**config.mk**
```make
export PLATFORM = sky130hd
export DESIGN_NAME = fetch_sequencer
export DESIGN_NICKNAME = d
export VERILOG_FILES = /design/src/rtl/fetch_sequencer_pkg.sv /design/src/rtl/fetch_sequencer_reg.sv /design/src/rtl/fetch_sequencer.sv
export SDC_FILE = /design/constraint.sdc
export NUM_CORES = 1
export LEC_CHECK = 0
export ABC_AREA = 1
export CORE_MARGIN = 10
export CORE_UTILIZATION = 36
export DETAILED_ROUTE_END_ITERATION = 10
export SLEW_MARGIN = 20
export SYNTH_ARGS = -nofsm -noshare
export SYNTH_HDL_FRONTEND = slang
export SYNTH_SLANG_ARGS = --single-unit
export TNS_END_PERCENT = 100
```
**constraint.sdc**
```tcl
create_clock -name clk -period 6.1 [get_ports clk]
set_input_delay 0.915 -clock clk [delete_from_list [all_inputs] [get_ports clk]]
set_output_delay 0.915 -clock clk [all_outputs]
set_load 0.02 [all_outputs]
```
**src/rtl/fetch_sequencer_pkg.sv**
```systemverilog
// fetch_sequencer_pkg: shared state type, word macros and constants for instruction fetch
`ifndef WORD
`define WORD 63:0
`endif
`ifndef CYCLE
`define CYCLE 10
`endif
package fetch_sequencer_pkg;
  typedef enum logic [1:0] {S_IDLE, S_REQ, S_WAIT, S_OUT} fetch_state_t;
  localparam int INSTR_BYTES = 4;
endpackage

```
**src/rtl/fetch_sequencer_reg.sv**
```systemverilog
// fetch_sequencer_reg: enabled register with asynchronous reset value
module fetch_sequencer_reg #(
  parameter int W = 64,
  parameter logic [W-1:0] RST_VAL = '0
) (
  input  logic         clk,
  input  logic         reset,
  input  logic         en,
  input  logic [W-1:0] d,
  output logic [W-1:0] q
);
  always_ff @(posedge clk or posedge reset)
    if (reset) q <= RST_VAL;
    else if (en) q <= d;
endmodule

```
**src/rtl/fetch_sequencer.sv**
```systemverilog
// fetch_sequencer: PC owner issuing one imem read at a time and buffering the result for decode
module fetch_sequencer
  import fetch_sequencer_pkg::*;
#(
  parameter logic [63:0] RESET_PC = 64'h0,
  parameter int INSTR_W = 32
) (
  input  logic               clk,
  input  logic               reset,
  output logic               imem_req_valid,
  input  logic               imem_req_ready,
  output logic [`WORD]       imem_addr,
  input  logic               imem_resp_valid,
  input  logic [INSTR_W-1:0] imem_resp_data,
  output logic               if_valid,
  input  logic               if_ready,
  output logic [`WORD]       if_pc,
  output logic [INSTR_W-1:0] if_instr,
  input  logic               br_taken,
  input  logic [`WORD]       br_target
);
  fetch_state_t state;
  logic squash, pc_en;
  logic [`WORD] pc, pc_d;
  assign pc_en = (br_taken && state != S_IDLE) || (state == S_WAIT && imem_resp_valid && !squash);
  assign pc_d = br_taken ? (br_target & ~64'h3) : pc + 64'(INSTR_BYTES);
  assign imem_addr = pc;
  fetch_sequencer_reg #(.W(64), .RST_VAL(RESET_PC)) u_pc (
    .clk, .reset, .en(pc_en), .d(pc_d), .q(pc)
  );
  always_ff @(posedge clk or posedge reset)
    if (reset) begin
      state <= S_IDLE;
      squash <= 1'b0;
      if_valid <= 1'b0;
      if_pc <= '0;
      if_instr <= '0;
      imem_req_valid <= 1'b0;
    end else
      case (state)
        S_IDLE: begin
          state <= S_REQ;
          imem_req_valid <= 1'b1;
        end
        S_REQ: if (imem_req_ready) begin
          state <= S_WAIT;
          squash <= br_taken;
          imem_req_valid <= 1'b0;
        end
        S_WAIT: if (imem_resp_valid) begin
          if (!squash && !br_taken) begin
            if_pc <= pc;
            if_instr <= imem_resp_data;
            if_valid <= 1'b1;
            state <= S_OUT;
          end else begin
            imem_req_valid <= 1'b1;
            state <= S_REQ;
          end
          squash <= 1'b0;
        end else if (br_taken) squash <= 1'b1;
        S_OUT: if (br_taken || if_ready) begin
          state <= S_REQ;
          if_valid <= 1'b0;
          imem_req_valid <= 1'b1;
        end
        default: state <= S_IDLE;
      endcase
endmodule
```
; Yosys cells after proc, flatten, opt, wreduce, memory -nomap -nowiden
; Index checks and enable logic that the tools add are counted.
[totals]
inputBits = 102
ff_bits = 165
[classes]
eq_ne = 9
n_mux = 19
reduce_logical = 17
n_addsub = 1
[ops]
columns = op, n
row1 = "64-bit by 3-bit adder with 64-bit output, second input constant", 1
row2 = 64-bit 2-to-1 mux, 1
row3 = 1-bit 2-to-1 mux, 10
row4 = 3-bit AND reduction, 3
row5 = 2-bit 2-to-1 mux, 4
row6 = "2-bit inequality test, second input constant", 4
row7 = 2-bit case mux with 4 select lines, 1
row8 = 4-bit AND reduction, 2
row9 = 2-bit nonzero test, 3
row10 = "2-bit == test, second input constant", 2
row11 = 1-bit logical AND, 4
row12 = 1-bit case mux with 2 select lines, 2
row13 = 1-bit case mux with 4 select lines, 1
row14 = "3-bit inequality test, second input constant", 1
row15 = "2-bit by 1-bit == test with 1-bit output, second input constant", 1
row16 = 1-bit zero test, 2
row17 = 2-bit zero test, 1
row18 = 1-bit logical OR, 2
row19 = "2-bit by 1-bit inequality test with 1-bit output, second input constant", 1

; Depth between registers and ports, before layout
; Gate-level depths: netlist (run 1).
[depth]
ltp_word = 5
ltp_mapped = 11

; Hierarchy
; From an unflattened synthesis (run 1), not the netlist that was laid out.
[unflattened]
cells_unflattened = 1217
area_unflattened_um2 = 9043.7
[modules_own_cells]
columns = mod, instances, cells_per_inst, area_each_um2
row1 = fetch_sequencer, 1, 946, 6593.8
row2 = fetch_sequencer_reg, 1, 271, 2449.8

; Worst setup path before layout (run 1)
; OpenSTA, ideal clock, no wires.
[synth_path]
path_type = input to register
start = input port br_taken
end = register u_pc.q[26]
arrival_time_ns = 1.857
path_buffers = 3
setup_ns = 0.123
path_stages = 8
required_ns = 5.977
setup_slack_ns = 4.120
cell_sequence = buf_2 > inv_2 > o22ai_4 > inv_2 > buf_2 > buf_2 > nand2_1 > nand2_1
[synth_between]
elab_chain_cells = 2
[synth_lines]
columns = element, line_no
row1 = start: declaration, fetch_sequencer.sv:19  ; input logic br_taken,
row2 = 1-bit logical AND, fetch_sequencer.sv:25  ; assign pc_en = (br_taken && state != S_IDLE) || (state == S_WAIT && imem_resp_valid && !squash);
row3 = 1-bit logical OR, fetch_sequencer.sv:25
row4 = end signal: assignment, fetch_sequencer_reg.sv:13  ; if (reset) q <= RST_VAL;
row5 = end signal: assignment, fetch_sequencer_reg.sv:14  ; else if (en) q <= d;
row6 = end: declaration, fetch_sequencer_reg.sv:10  ; output logic [W-1:0] q
; Several ways; a longest one is shown, not always the timed one.
; A chain may end at the register's enable or synchronous reset.

; Worst setup path after layout (run 1)
[layout_path]
start = input port br_taken
end = register u_pc.q[51]
; Same word-level chain as after synthesis.

==> results of run 1 <==
[where the power goes]
part           leakage, uW  switching, uW  internal (uW)
logic              0.00348           1800           1340
registers          0.00203            567           1560
clock network     0.000296            532            591
total              0.00580           2890           3490
[metal layers]
layer / part of all wire, % / vias to the layer above / GRT usage [%] / wire, um
li1: - / 4360 / - / -
met1: 44 / 4178 / 27.67 / 14940
met2: 46 / 299 / 32.46 / 15430
met3: 8.2 / 32 / 4.588 / 2756
met4: 1.7 / 0 / 6.821 / 572
met5: 0 / - / 0 / 0
[cells in the mapped netlist]
library cell / instances / area share, %
sky130_fd_sc_hd__buf_1: 1 / 0.042
sky130_fd_sc_hd__nor2_4: 9 / 1.1
sky130_fd_sc_hd__o21ai_1: 16 / 0.89
sky130_fd_sc_hd__clkbuf_1: 15 / 0.62
sky130_fd_sc_hd__a22oi_1: 2 / 0.17
sky130_fd_sc_hd__mux2_2: 44 / 5.5
sky130_fd_sc_hd__nor2_2: 8 / 0.56
sky130_fd_sc_hd__inv_2: 5 / 0.21
sky130_fd_sc_hd__nand3_2: 2 / 0.22
sky130_fd_sc_hd__buf_2: 26 / 1.4
sky130_fd_sc_hd__buf_4: 4 / 0.33
sky130_fd_sc_hd__ha_1: 5 / 0.69
sky130_fd_sc_hd__o22ai_2: 1 / 0.14
sky130_fd_sc_hd__inv_1: 115 / 4.8
sky130_fd_sc_hd__nor2_8: 1 / 0.22
sky130_fd_sc_hd__nand2_1: 391 / 16
sky130_fd_sc_hd__conb_1: 1 / 0.042
sky130_fd_sc_hd__nor3_1: 4 / 0.22
sky130_fd_sc_hd__o22ai_4: 1 / 0.22
sky130_fd_sc_hd__a32o_1: 1 / 0.11
sky130_fd_sc_hd__nand3_1: 66 / 3.7
sky130_fd_sc_hd__nand2_4: 1 / 0.12
sky130_fd_sc_hd__nand2_2: 7 / 0.49
sky130_fd_sc_hd__xor2_1: 10 / 0.97
sky130_fd_sc_hd__o21ai_0: 84 / 4.7
sky130_fd_sc_hd__dfrtp_1: 161 / 45
sky130_fd_sc_hd__o22ai_1: 9 / 0.62
sky130_fd_sc_hd__nand4_1: 18 / 1.2
sky130_fd_sc_hd__a21oi_1: 22 / 1.2
sky130_fd_sc_hd__or2_2: 2 / 0.14
sky130_fd_sc_hd__nor2_1: 190 / 7.9
sky130_fd_sc_hd__a31oi_1: 5 / 0.35
sky130_fd_sc_hd__xnor2_1: 1 / 0.097
[final cells by class]
type	instances	area (sq um)	share of cell area, %
Multi-Input combinational cell	904	4333	34.72
Sequential cell	161	4029	32.29
Timing Repair Buffer	263	2634	21.11
Inverter	120	455.4	3.650
Clock buffer	17	425.4	3.409
Tap cell	324	405.4	3.249
Clock inverter	15	188.9	1.514
Antenna cell	3	7.507	0.06016
[sequential cells by signal (all words and copies together) (netlist names)]
signal and count:
if_pc 62, u_pc.q 62, if_instr 32, state 2
if_valid 1, imem_req_valid 1, squash 1
[worst max-delay path, stage by stage]
cell and delay (ns):
sky130_fd_sc_hd__clkdlybuf4s50_1 0.46, sky130_fd_sc_hd__buf_4 0.36, sky130_fd_sc_hd__inv_2 0.11, sky130_fd_sc_hd__o22ai_4 0.76, sky130_fd_sc_hd__inv_2 0.59, sky130_fd_sc_hd__buf_4 0.48
sky130_fd_sc_hd__nor2_1 0.17, sky130_fd_sc_hd__nand2_1 0.07, sky130_fd_sc_hd__nand2_1 0.05
[stage by stage]
stage	cell area, sq um	cells	total power (uW)	hold WS (ns)
finish	12480	1807	6385	0.4830
global route	12480	1807	6786	0.5099
CTS	12470	1804	6438	0.4906
detailed placement	11850	1772	5287	0.4722
global placement	11850	1772	5248	0.4652
floorplan	9027	1231	3660	0.5456
[cells by family (layout without fill, tap and decap cells)]
family,count (synthesis),in the layout,share of synthesized area (%)
buffers and inverters,166,415,7.438
AO/OA/AOI/OAI,141,141,8.382
other,1,7,0.04159
XOR/XNOR,11,11,1.069
multiplexers,44,44,5.495
AND/OR/NAND/NOR,699,699,32.20
adder cells (fa/ha/maj),5,5,0.6939
flip-flops,161,161,44.68
[final timing paths]
path / end / slack, ns / cells after the start
min reg2reg: if_pc[46] / 0.48 / 2
max reg2reg: u_pc.q[51] / 2.98 / 9
min in group asynchronous: if_instr[25] / 0.90 / 2
max: u_pc.q[51] / 2.48 / 9
min: if_pc[46] / 0.48 / 2
max in group asynchronous: u_pc.q[50] / 4.05 / 3
==> impl_metrics.env, run 1 <==
export IMPL_placeableCoreArea_sq_um=24460
export IMPL_synth_cell_type_count=33
export IMPL_yosys_register_bits=161
export IMPL_most_common_layout_cells="sky130_fd_sc_hd__nand2_1, sky130_fd_sc_hd__clkdlybuf4s50_1, sky130_fd_sc_hd__nor2_1, sky130_fd_sc_hd__dfrtp_1, sky130_fd_sc_hd__inv_1"
export IMPL_antenna_violating_nets_post_route=0
export IMPL_cts_setup_buffers=0
export IMPL_r2r_start="state[0]"
export IMPL_timing_hold_violations_final=0
export IMPL_critical_path_startpoint_type="input port"
export IMPL_syn_area_cell_sq_um=7.342
export IMPL_detailed_place_hpwl_um=25990
export IMPL_final_net_count=1574
export IMPL_area_growth_synth_to_final_pct=38.40
export IMPL_final_min_period_over_clock_period_pct=59.34
export IMPL_layout_commonest_cell="sky130_fd_sc_hd__nand2_1"
export IMPL_clkSlewWorstSetupHoldPaths_ns=0.07
export IMPL_place_congestion=0.9121
export IMPL_start_util_pct=36.86
export IMPL_min_period_ns=3.620
export IMPL_leakage_uw=0.005805
export IMPL_drt_pass1_iterations=7
export IMPL_ir_worst_vdd_mv=0.2506
export IMPL_place_port_buffers=257
export IMPL_netlist_instances=1228
export IMPL_cts_root_buffer="sky130_fd_sc_hd__clkbuf_16"
export IMPL_drt_wl_total_um=33700
export IMPL_maximum_fanout_encountered_on_the_critical_timing_path=51
export IMPL_worstSetupStartpoint="br_taken"
export IMPL_cts_hold_fix_buffers=0
export IMPL_seq_area_frac_synth_pct=44.68
export IMPL_tightestPinTransition_ns=1.009
export IMPL_tritoncts_clock_tree="yes"
export IMPL_grt_pass1_wl_um=50650
export IMPL_cts_max_path_buffers=2
export IMPL_timing_critical_path_required_ns=6.48
export IMPL_x_dimension_of_the_die_um=178.3
export IMPL_ioPinCount=264
export IMPL_hp_start="if_pc[46]"
export IMPL_clock_sinks=161
export IMPL_clock_skew_final_ns=0.01586
export IMPL_criticalPathCategory="input port to register"
export IMPL_end_kind="register"
export IMPL_first_global_vias=8606
export IMPL_post_route_worst_setup_slack_ns=2.480
export IMPL_setup_total_negative_slack_ns=0
export IMPL_status="finished, final reports clean"
export IMPL_drive_gt1_share_pct=8.108
export IMPL_grt_setup_unrepaired="no"
export IMPL_final_setup_viol_count=0
export IMPL_row_count=57
export IMPL_global_route_overflow_total=0
export IMPL_maxSlewHeadroom_pct=32.70
export IMPL_final_max_slew_viol_count=0
export IMPL_worstPathArrival_ns=4.00
export IMPL_final_util_pct=51.01
export IMPL_maximum_number_of_pins_on_one_net_before_global_route_repair=106
export IMPL_syn_area_sq_um=9016
export IMPL_dpl_worst_slack_ns=2.032
export IMPL_first_drt_iteration_drcs=782
export IMPL_h_tree_depth=4
export IMPL_design_die_area_sq_um=31770
export IMPL_route_vias_total=8869
export IMPL_route_detailed_wl_per_inst_um=18.65
export IMPL_antenna_found_initial=3
export IMPL_ys_warn_count=0
export IMPL_power_density_cell_area_nw_per_um2=511.7
export IMPL_clock_network_latency_to_the_later_pin_of_the_worst_skew_pair_ns=0.45
export IMPL_class_of_the_worst_hold_path="register to register"
export IMPL_cts_resized_gates=0
export IMPL_drc=0
export IMPL_route_detailed_vias_per_inst=4.908
export IMPL_fmax_mhz=276.3
export IMPL_groute_usage_overall_pct=20.67
export IMPL_cap_viol_max_count=0
export IMPL_fill_cells=2419
export IMPL_tritoncts_buffer_count=17
export IMPL_die_height_um=178.3
Note: power is estimated with default switching activity, not from simulation.
==> run 2, diff against run 1 <==
==> constraint.sdc (replaced) <==
create_clock -name clk -period 3.71 [get_ports clk]
set_input_delay 0.5565 -clock clk [delete_from_list [all_inputs] [get_ports clk]]
set_output_delay 0.5565 -clock clk [all_outputs]
set_load 0.02 [all_outputs]
==> run 2 against run 1 <==
Compared with the run above: register-to-register slack worse by 1.7 ns; clock power grew 64%; total power increased by 65%; global-route usage up 0.060 points; worst setup slack worse by 1.2 ns; non-clock buffer count increased by 4; wire length about the same; cell count about the same; sequential cell count unchanged; clock skew barely moved.
==> impl_metrics.env, run 2 (same netlist as run 1, synthesis figures left out) <==
export IMPL_maximum_number_of_pins_on_one_net_before_global_route_repair=162
export IMPL_power_frac_seq_pct=33.1
export IMPL_global_route_overflow_total=0
export IMPL_hold_path_depth=2
export IMPL_setup_total_negative_slack_ns=0
export IMPL_clkSlewWorstSetupHoldPaths_ns=0.08
export IMPL_drive_gt1_share_pct=8.356
export IMPL_drc=0
export IMPL_timing_hold_violations_final=0
export IMPL_die_height_um=178.3
export IMPL_clock_network_latency_to_the_later_pin_of_the_worst_skew_pair_ns=0.44
export IMPL_cap_viol_max_count=0
export IMPL_antenna_violating_nets_post_route=0
export IMPL_final_net_count=1578
export IMPL_final_setup_viol_count=0
export IMPL_net_switching_power_uw=4769
export IMPL_max_stage_delay_ns=0.61
export IMPL_worst_r2r_path_depth=9
export IMPL_tritoncts_buffer_count=17
export IMPL_r2r_start="state[0]"
export IMPL_detailed_place_hpwl_um=25860
export IMPL_fill_cells=2408
export IMPL_groute_layer_met2_usage_pct=32.69
export IMPL_power_density_cell_area_nw_per_um2=840.9
export IMPL_x_dimension_of_the_die_um=178.3
export IMPL_crit_path_cell_trace="inv_1 > ha_1 > nand2_1 > o22ai_4 > inv_2 > buf_4 > nor2_1 > nand2_1 > nand2_1"
export IMPL_area_growth_synth_to_final_pct=38.75
export IMPL_power_combinational_fraction_pct=49.4
export IMPL_share_clk_of_total_power_pct=17.5
export IMPL_critical_path_startpoint_type="register"
export IMPL_layout_commonest_cell="sky130_fd_sc_hd__nand2_1"
export IMPL_maxSlewHeadroom_pct=40.83
export IMPL_start_util_pct=36.86
export IMPL_gr_usage_met3_pct=4.693
export IMPL_drt_wl_total_um=33680
export IMPL_place_port_buffers=257
export IMPL_first_drt_iteration_drcs=762
export IMPL_cts_hold_fix_buffers=0
export IMPL_maximum_fanout_encountered_on_the_critical_timing_path=46
export IMPL_worst_path_dominant_cell_family="buffers and inverters"
export IMPL_worstPathArrival_ns=2.81
export IMPL_final_max_slew_viol_count=0
export IMPL_top_regs="if_pc (62), u_pc.q (62), if_instr (32)"
export IMPL_clock_sinks=161
export IMPL_reg2reg_slack_ns=1.23
export IMPL_critical_path_slowest_cell="sky130_fd_sc_hd__inv_2"
export IMPL_h_tree_depth=4
export IMPL_critPathMostFrequentCell="sky130_fd_sc_hd__nand2_1"
export IMPL_fmax_mhz=403.6
export IMPL_most_common_layout_cells="sky130_fd_sc_hd__nand2_1, sky130_fd_sc_hd__clkdlybuf4s50_1, sky130_fd_sc_hd__nor2_1, sky130_fd_sc_hd__dfrtp_1, sky130_fd_sc_hd__inv_1"
export IMPL_ff_to_ff_end="u_pc.q[57]"
export IMPL_grtUsageMet1_pct=28.04
export IMPL_leakage_uw=0.005822
export IMPL_cts_root_buffer="sky130_fd_sc_hd__clkbuf_16"
export IMPL_cts_resized_gates=0
export IMPL_worstSetupStartpoint="state[0]"
export IMPL_worstSetupEndpoint="u_pc.q[57]"
export IMPL_route_detailed_vias_per_inst=4.940
export IMPL_first_global_vias=8545
export IMPL_criticalPathCategory="register to register"
export IMPL_worst_path_stages=9
export IMPL_tritoncts_clock_tree="yes"
export IMPL_min_period_ns=2.478
export IMPL_final_min_period_over_clock_period_pct=66.79
export IMPL_cts_max_path_buffers=2
export IMPL_ir_worst_vdd_mv=0.3483
export IMPL_globalRoute_busiestLayer="met2"
export IMPL_drt_pass1_iterations=7
export IMPL_antenna_found_initial=0
export IMPL_ioPinCount=264
export IMPL_row_count=57
export IMPL_clock_skew_final_ns=0.01619
export IMPL_grt_setup_unrepaired="no"
export IMPL_timing_hold_ws_ns=0.4852
export IMPL_antennaDiodeCount=0
export IMPL_route_detailed_wl_per_inst_um=18.63
export IMPL_place_congestion=0.9432
export IMPL_groute_usage_overall_pct=20.73
export IMPL_end_kind="register"
export IMPL_placeableCoreArea_sq_um=24460
export IMPL_cp_buffers_inverters=3
export IMPL_cts_setup_buffers=0
export IMPL_internal_power_uw=5750
export IMPL_status="finished, final reports clean"
export IMPL_sw_frac_of_total_pct=45.34
export IMPL_timing_critical_path_required_ns=4.04
export IMPL_route_vias_total=8932
export IMPL_design_die_area_sq_um=31770
export IMPL_tightestPinTransition_ns=0.8876
export IMPL_class_of_the_worst_hold_path="register to register"
export IMPL_grt_pass1_wl_um=50790
## run 2: worst min-delay path: stages, from the launching register on
cell	delay [ns]
sky130_fd_sc_hd__dfrtp_1	0.35
sky130_fd_sc_hd__nand2_1	0.05
sky130_fd_sc_hd__o21ai_0	0.05
## run 2: power groups by stage
| stage | sequential [uW] | combinational, uW | clock (uW) |
|---|---|---|---|
| floorplan | 4220 | 1800 | 0 |
| CTS | 3470 | 5240 | 1880 |
| global route | 3590 | 5640 | 1960 |
| global placement | 3470 | 5170 | 0 |
| detailed placement | 3490 | 5220 | 0 |
| finish | 3480 | 5190 | 1840 |
## run 2: worst min-delay path by stage
stage	from	to	slack, ns
floorplan	squash	squash	0.55
global placement	if_pc[39]	if_pc[39]	0.47
detailed placement	if_pc[6]	if_pc[6]	0.47
CTS	if_pc[6]	if_pc[6]	0.49
global route	if_pc[49]	if_pc[49]	0.51
finish	if_pc[57]	if_pc[57]	0.49
## run 2: through the flow
stage / instances / util [%] / setup WS (ns) / total power (uW) / instance area [sq um]
after floorplan: 1231 / - / 1.111 / 6018 / 9031
after global placement: 1776 / 48.62 / 0.9654 / 8633 / 11890
after detailed placement: 1776 / 48.62 / 0.9278 / 8710 / 11890
after CTS: 1808 / 51.12 / 1.231 / 10590 / 12510
after global routing: 1808 / 51.14 / 1.009 / 11190 / 12510
final: 1808 / 51.14 / 1.232 / 10520 / 12510
## run 2: routing by layer
| layer | wire length [um] | vias to the layer above | share of wire, % |
|---|---|---|---|
| li1 | - | 4372 | - |
| met1 | 15100 | 4157 | 45 |
| met2 | 15170 | 367 | 45 |
| met3 | 2772 | 36 | 8.2 |
| met4 | 638 | 0 | 1.9 |
| met5 | 0 | - | 0 |
## run 2: final cells by class
type	count	area (sq um)	share of cell area, %
Timing Repair Buffer	267	2676	21.39
Clock inverter	15	186.4	1.490
Inverter	120	454.2	3.631
Sequential cell	161	4029	32.21
Multi-Input combinational cell	904	4333	34.64
Tap cell	324	405.4	3.241
Clock buffer	17	425.4	3.401
==> run 3, diff against run 2 <==
--- a/config.mk
+++ b/config.mk
@@ -9,6 +9,7 @@
 export CORE_MARGIN = 10
 export CORE_UTILIZATION = 36
 export DETAILED_ROUTE_END_ITERATION = 10
+export PLACE_DENSITY = 0.66
 export SLEW_MARGIN = 20
 export SYNTH_ARGS = -nofsm -noshare
 export SYNTH_HDL_FRONTEND = slang
==> constraint.sdc (replaced) <==
create_clock -name clk -period 2.1 [get_ports clk]
set_input_delay 0.315 -clock clk [delete_from_list [all_inputs] [get_ports clk]]
set_output_delay 0.315 -clock clk [all_outputs]
set_load 0.02 [all_outputs]
==> run 3 against run 2 <==
Compared with the run above: sequential cell count stayed put; count of clock-buffer cells in the layout stayed put; cell count rose by 1.1%; critical path depth decreased by 8; die area stayed put; via count grew 2.1%; total power rose by 79%; sequential power increased by 73%; non-clock buffer count increased by 19; worst setup slack lost 1.2 ns; clock skew up 0.0016 ns; largest cell class unchanged.
==> impl_metrics.env, run 3 (same netlist as run 1, synthesis figures left out) <==
export IMPL_worstSetupEndpoint="imem_addr[31]"
export IMPL_h_tree_depth=4
export IMPL_clkSlewWorstSetupHoldPaths_ns=0.08
export IMPL_grt_setup_unrepaired="no"
export IMPL_global_route_overflow_total=0
export IMPL_total_area_of_multi_input_combinational_cells_sq_um=4333
export IMPL_design_die_area_sq_um=31770
export IMPL_maximum_fanout_encountered_on_the_critical_timing_path=6
export IMPL_cap_viol_max_count=0
export IMPL_clock_network_latency_to_the_later_pin_of_the_worst_skew_pair_ns=0.45
export IMPL_criticalPathCategory="register to primary output"
export IMPL_final_setup_viol_count=0
export IMPL_cts_resized_gates=0
export IMPL_worst_r2r_path_depth=9
export IMPL_final_util_pct=52.17
export IMPL_final_max_slew_viol_count=0
export IMPL_layout_commonest_cell="sky130_fd_sc_hd__nand2_1"
export IMPL_ff_to_ff_end="u_pc.q[45]"
export IMPL_placeableCoreArea_sq_um=24460
export IMPL_fmax_mhz=491.7
export IMPL_drt_wl_total_um=33890
export IMPL_end_kind="primary output"
export IMPL_x_dimension_of_the_die_um=178.3
export IMPL_groute_layer_met2_usage_pct=33.58
export IMPL_drt_pass1_iterations=5
export IMPL_r2r_start="u_pc.q[8]"
export IMPL_drive_gt1_share_pct=9.514
export IMPL_class_of_the_worst_hold_path="input port to async pin"
export IMPL_globalRoute_busiestLayer="met2"
export IMPL_fill_cells=2354
export IMPL_antenna_violating_nets_post_route=0
export IMPL_cts_setup_buffers=0
export IMPL_start_util_pct=36.86
export IMPL_sequential_standard_cell_area_sq_um=4029
export IMPL_power_density_cell_area_nw_per_um2=1477
export IMPL_leakage_uw=0.005957
export IMPL_groute_usage_overall_pct=20.70
export IMPL_ir_worst_vdd_mv=0.7809
export IMPL_status="finished, final reports clean"
export IMPL_first_drt_iteration_drcs=674
export IMPL_area_growth_synth_to_final_pct=41.53
export IMPL_gr_usage_met3_pct=5.307
export IMPL_final_min_period_over_clock_period_pct=96.85
export IMPL_tritoncts_clock_tree="yes"
export IMPL_cts_hold_fix_buffers=0
export IMPL_min_period_ns=2.034
export IMPL_die_height_um=178.3
export IMPL_antennaDiodeCount=0
export IMPL_worst_path_stages=1
export IMPL_final_net_count=1597
export IMPL_detailed_place_hpwl_um=26730
export IMPL_critical_path_slowest_cell="sky130_fd_sc_hd__clkdlybuf4s50_1"
export IMPL_most_common_layout_cells="sky130_fd_sc_hd__nand2_1, sky130_fd_sc_hd__clkdlybuf4s50_1, sky130_fd_sc_hd__nor2_1, sky130_fd_sc_hd__dfrtp_1, sky130_fd_sc_hd__inv_1"
export IMPL_grtUsageMet1_pct=26.68
export IMPL_max_stage_delay_ns=0.71
export IMPL_timing_critical_path_required_ns=1.78
export IMPL_drc=0
export IMPL_reg2reg_slack_ns=0.22
export IMPL_maximum_number_of_pins_on_one_net_before_global_route_repair=69
export IMPL_placedCellCount=1795
export IMPL_worstSetupStartpoint="u_pc.q[31]"
export IMPL_worstPathArrival_ns=1.72
export IMPL_antenna_found_initial=0
export IMPL_cp_buffers_inverters=1
export IMPL_clock_sinks=161
export IMPL_place_congestion=0.9393
export IMPL_critical_path_startpoint_type="register"
export IMPL_cts_max_path_buffers=2
export IMPL_post_layout_nonfiller_instances=1827
export IMPL_cts_root_buffer="sky130_fd_sc_hd__clkbuf_16"
export IMPL_route_vias_total=9119
export IMPL_route_detailed_vias_per_inst=4.991
export IMPL_row_count=57
export IMPL_tritoncts_buffer_count=17
export IMPL_first_global_vias=8681
export IMPL_top_regs="if_pc (62), u_pc.q (62), if_instr (32)"
export IMPL_crit_path_cell_trace="clkdlybuf4s50_1"
export IMPL_clock_skew_final_ns=0.01780
export IMPL_grt_pass1_wl_um=50490
export IMPL_place_port_buffers=257
export IMPL_timing_hold_violations_final=0
export IMPL_ioPinCount=264
export IMPL_route_detailed_wl_per_inst_um=18.55
export IMPL_worst_path_dominant_cell_family="buffers and inverters"
==> run 3: cell type report <==
type / count / area share (%)
clock inverter: 15 / 1.657
tap: 324 / 3.177
clock buffer: 17 / 3.334
sequential: 161 / 31.57
multi-input combinational: 904 / 33.95
inverter: 120 / 3.559
timing repair buffer: 286 / 22.75
==> run 3: worst min path at each step <==
stage,end,slack (ns)
6_report,if_pc[4],0.12
5_1_grt,if_pc[4],0.13
4_1_cts,if_pc[4],0.12
3_5_place_dp,if_pc[36],0.47
3_3_place_gp,if_pc[46],0.47
2_1_floorplan,if_instr[31],0.47
==> run 3: power by group <==
part / switching, uW / leakage (uW) / total, uW / internal, uW
registers: 1480 / 0.00203 / 6010 / 4530
logic: 5440 / 0.00363 / 9560 / 4120
clock network: 1630 / 0.000304 / 3270 / 1640
total: 8560 / 0.00596 / 18800 / 10300
==> run 3: metrics by stage <==
step	setup slack, ns	hold slack [ns]	setup TNS [ns]	area (sq um)	power (uW)
2_1_floorplan	-0.2578	0.4655	-41.51	9031	10630
3_3_place_gp	0.2043	0.4654	0	12120	15450
3_5_place_dp	0.1746	0.4729	0	12120	15600
4_1_cts	0.08380	0.1152	0	12760	18950
5_1_grt	0.04998	0.1252	0	12760	20000
6_report	0.06615	0.1156	0	12760	18850
==> run 3: per-layer routing <==
metal | vias to the layer above | share of wire (%)
met5 | - | 0
met4 | 0 | 2.0
met3 | 37 | 7.9
met2 | 347 | 47
met1 | 4308 | 43
li1 | 4427 | -
